**src/rtl/teclado_varredura.sv**
```systemverilog
// 4x4 matrix keypad scanner: drives one column at a time, debounces press and release,
// and emits one registered key code with a single-cycle insere strobe per key press.
module teclado_varredura #(
    parameter int unsigned SCAN_DIV        = 3,
    parameter int unsigned DEBOUNCE_CYCLES = 4
) (
    input  logic       clk,
    input  logic       reset,
    input  logic [3:0] linhas,
    output logic [3:0] colunas,
    output logic [3:0] numero,
    output logic       insere
);

    localparam int unsigned DW = (SCAN_DIV > 1) ? $clog2(SCAN_DIV) : 1;
    localparam int unsigned CW = $clog2(DEBOUNCE_CYCLES + 1);

    typedef enum logic [1:0] {SCAN, DEBOUNCE, EMIT, WAIT_REL} state_t;

    state_t          state, state_n;
    logic [3:0]      sync1, ls;
    logic [DW-1:0]   div, div_n;
    logic [CW-1:0]   cnt, cnt_n;
    logic [1:0]      row, row_n;
    logic [1:0]      col, col_n;
    logic [3:0]      colunas_n, numero_n;
    logic            insere_n;
    logic            row_bit;
    logic [1:0]      first_row;

    assign row_bit = ls[row];

    // Lowest-index active row wins when several rows are sensed together.
    always_comb begin
        first_row = 2'd3;
        if (ls[0])      first_row = 2'd0;
        else if (ls[1]) first_row = 2'd1;
        else if (ls[2]) first_row = 2'd2;
    end

    always_comb begin
        state_n   = state;
        div_n     = div;
        cnt_n     = cnt;
        row_n     = row;
        col_n     = col;
        numero_n  = numero;
        insere_n  = 1'b0;
        unique case (state)
            SCAN: begin
                if (div == DW'(SCAN_DIV - 1)) begin
                    div_n = '0;
                    if (ls != '0) begin
                        state_n = DEBOUNCE;
                        cnt_n   = '0;
                        row_n   = first_row;
                    end else begin
                        col_n = col + 2'd1;
                    end
                end else begin
                    div_n = div + 1'b1;
                end
            end
            DEBOUNCE: begin
                if (!row_bit) begin
                    state_n = SCAN;
                    cnt_n   = '0;
                    col_n   = col + 2'd1;
                end else if (cnt == CW'(DEBOUNCE_CYCLES)) begin
                    state_n  = EMIT;
                    insere_n = 1'b1;
                    numero_n = {row, col};
                end else begin
                    cnt_n = cnt + 1'b1;
                end
            end
            EMIT: begin
                state_n = WAIT_REL;
                cnt_n   = '0;
            end
            WAIT_REL: begin
                if (row_bit) begin
                    cnt_n = '0;
                end else if (cnt == CW'(DEBOUNCE_CYCLES - 1)) begin
                    state_n = SCAN;
                    cnt_n   = '0;
                    div_n   = '0;
                    col_n   = col + 2'd1;
                end else begin
                    cnt_n = cnt + 1'b1;
                end
            end
            default: state_n = SCAN;
        endcase
        colunas_n = 4'b0001 << col_n;
    end

    always_ff @(posedge clk) begin
        if (reset) begin
            state   <= SCAN;
            sync1   <= '0;
            ls      <= '0;
            div     <= '0;
            cnt     <= '0;
            row     <= '0;
            col     <= '0;
            colunas <= 4'b0001;
            numero  <= '0;
            insere  <= 1'b0;
        end else begin
            state   <= state_n;
            sync1   <= linhas;
            ls      <= sync1;
            div     <= div_n;
            cnt     <= cnt_n;
            row     <= row_n;
            col     <= col_n;
            colunas <= colunas_n;
            numero  <= numero_n;
            insere  <= insere_n;
        end
    end

endmodule

```
**config.mk**
```make
export PLATFORM = sky130hd
export DESIGN_NAME = teclado_varredura
export DESIGN_NICKNAME = d
export VERILOG_FILES = /design/src/rtl/teclado_varredura.sv
export SDC_FILE = /design/constraint.sdc
export NUM_CORES = 1
export LEC_CHECK = 0
export BUFFER_PORTS_ARGS = -buffer_cell sky130_fd_sc_hd__buf_2
export CORE_MARGIN = 1
export CORE_UTILIZATION = 40
export CTS_BUF_LIST = sky130_fd_sc_hd__clkbuf_4 sky130_fd_sc_hd__clkbuf_8 sky130_fd_sc_hd__clkbuf_16
export CTS_CLUSTER_DIAMETER = 150
export DETAILED_ROUTE_END_ITERATION = 6
export SYNTH_ARGS = -nofsm -noshare
export SYNTH_HDL_FRONTEND = slang
export SYNTH_SLANG_ARGS = --single-unit
```
**constraint.sdc**
```tcl
create_clock -name clk -period 1.8 [get_ports clk]
set_clock_uncertainty 0.2 [all_clocks]
set_input_delay 0.45 -clock clk [delete_from_list [all_inputs] [get_ports clk]]
set_output_delay 0.45 -clock clk [all_outputs]
set_load 0.05 [all_outputs]
```
==> impl_results.md <==
* Synthesis-to-finish area growth at 35.8%
* Synth Register Bits at 28
* Clock root buffer master: clkbuf_4
* Mapped Avg Cell Area at about 9.5 µm²
* Worst Hold Slack at 0.115 ns
* Worst skew pair latency at 0.34 ns
* Synth cell types at 37
* Post-synth top area cell: dfxtp_1
* Total gr overflow at 0
* Setup WS post-layout at -0.240 ns
* Synth Warn # at 0
* Mapped cell area at between 1000 and 1500 µm²
* # fillers at approximately 270
* Post-route clock period utilization at 1.13
* VDD IR max at around 0.00045 V
* Share of cells above drive strength 1 at 0.385
* Violations in the final reports: setup timing
* First-pass GRT wire length at 4280 µm
* Startpoint Class: flip-flop
* CTS tree: done
* Commonest non-fill, non-tap cell in the layout: dfxtp_1
* Post-DP HPWL at 1900 µm
* Post-layout min period at around 2 ns
* Top cell type's share of synthesized area at 0.439
* Most frequent cells in the layout: 26 x dfxtp_1, 25 x buf_4, 15 x nor2_1
* Port bufs at 14
* CTS Buf Count at 3
* Gpl congestion at ~0.76
* Final Max Slew Viols at 0
* Total chip power at 1.36 mW
* Number of instances in the placed design at between 200 and 250
* Req. time, crit path at around 1.8 ns
* Area contributors post-synth: dfxtp_1 44%, mux2i_1 6.3%, nor2b_1 5.4%
* Die Height at approximately 58 µm
* Hold/Removal Path Class: in2reg
* CTS Hold Buffers Added at 0
* Number of global-route vias before repair at 989
* Cell Rows at 20
* Routed Antenna Nets at 0
* Initial Util at 0.421
* CP Capture Type: flip-flop
* Gr usage total at 0.163
* Status: finished with violations
* DR pass1 iterations at 4
* Max Buffers Root-to-Sink at 2
* Number of enable flip-flop cells after synthesis at 0
* Chip Width at roughly 58 µm
* Setup TNS at -2.67 ns
* Routed len/inst at about 12 µm
* # Max-Cap Violations at 0
* H-tree levels at 1
* Core ar. at approximately 3000 µm²
* # DRC at 0
* Peak Freq at between 400 and 500 MHz
* Syn nets at between 100 and 150
* Critical setup path kind: reg2reg
* N_diodes at 0
* Initial antenna violation count at 0
* Critical path peak fanout at 3
* Initial drt markers at 23
* Ys async rst share at 0
* Non-Filler Instances at ~220
* Sequential fraction of the synthesis area at 0.439
* Vias per cell at just under 5
* Pre-CTS WS at -0.200 ns
* Clk pin slew, worst setup/hold paths at around 0.15 ns
* NumNets Final at ~190
* RSZ-0062 raised after global routing: yes
* Syn Inst Count at between 100 and 150
* DRT Wirelength at between 2000 and 3000 µm
* Die area at about 3400 µm²
* CTS sink cnt at 28
* Critical Path AT at approximately 2.1 ns
* Pin count of the biggest net entering global routing at 17
* Power per Cell Area at 785 nW/µm²
* Leak Pwr at 0.790 nW
* Via count at between 1000 and 1500
* Final Setup Violations at 17
* Max_slew headroom at 0.753
* Primary FF master, synth: dfxtp_1
* Slew @ Worst Pin at 0.365 ns
* Hold Fails Final Rpt at 0
* I/O pins at 15
## registers in the layout, summed over array words and instances (netlist names), named ones only
| name | cells |
|---|---|
| cnt | 3 |
| row | 2 |
| state | 1 |
| colunas | 4 |
| col | 2 |
| ls | 4 |
| insere | 1 |
| sync1 | 4 |
| div | 2 |
| numero | 4 |
## area by class of cell
type / instances / area [µm²] / share of cell area
clock inverters: 1 / 30.0 / 0.0173
repair buffers: 43 / 329 / 0.190
clock buffers: 3 / 22.5 / 0.0130
multi-input cells: 91 / 703 / 0.406
inverters: 8 / 30.0 / 0.0173
well taps: 44 / 55.1 / 0.0318
flip-flops and latches: 28 / 563 / 0.325
## per-layer routing
metal  vias to the layer above  GRT usage  part of all wire  wire (µm)
li1                        550          -                 -          -
met4                         0     0.0714             0.011         30
met1                       500      0.232              0.49       1320
met2                        18      0.245              0.47       1260
met5                         -          0                 0          0
met3                         4     0.0264             0.028         74
## cells in the mapped netlist, types with 3 or more instances
| cell type | n |
|---|---|
| a21oi_1 | 3 |
| a31oi_1 | 3 |
| clkbuf_1 | 6 |
| dfxtp_1 | 28 |
| ha_1 | 5 |
| inv_1 | 8 |
| mux2i_1 | 8 |
| nand2_1 | 6 |
| nand2b_1 | 3 |
| nand3b_1 | 3 |
| nor2_1 | 15 |
| nor2b_1 | 11 |
| nor3_1 | 4 |
| nor4_1 | 3 |
| o21ai_0 | 4 |
## critical path, stage by stage, from the launching register on
cell     delay (ns)
dfxtp_2        0.36
mux4_2         0.53
and2_4         0.18
or4_4          0.44
a31o_1         0.23
## stage by stage
stage / cell area [µm²] / utilization
final: 1730 / 0.572
after global routing: 1730 / 0.572
after CTS: 1660 / 0.548
after detailed placement: 1600 / 0.527
after global placement: 1600 / 0.527
after floorplan: 1280 / -
## kinds of logic after synthesis
family | after synthesis | synth area share
AND/OR/NAND/NOR | 57 | 0.267
buffers and inverters | 15 | 0.0451
AO/OA/AOI/OAI | 20 | 0.120
adder cells (fa/ha/maj) | 5 | 0.0490
flip-flops | 28 | 0.439
multiplexers | 9 | 0.0804
## power breakdown
part	switching, mW	internal [mW]
Clock	0.193	0.225
Combinational	0.138	0.120
Sequential	0.0277	0.656
Total	0.358	1.00
## final timing paths
check / slack, ns / endpoint / cells after the start / from
worst max-delay path: -0.24 / colunas[0] / 4 / row[0]
worst min register to register: 0.26 / ls[1] / 1 / sync1[1]
worst max register to register: -0.24 / colunas[0] / 4 / row[0]
worst min-delay path: 0.11 / sync1[2] / 2 / linhas[2]
## what timing repair did
item                                    CTS  global route
gates cloned                              0             1
buffers inserted                          0             1
endpoints found under the hold margin     0             0
pin swaps                                 3             8
resized for setup                         6            11
endpoints found under the setup margin   15            17
Power figures use the tool's default switching activity.
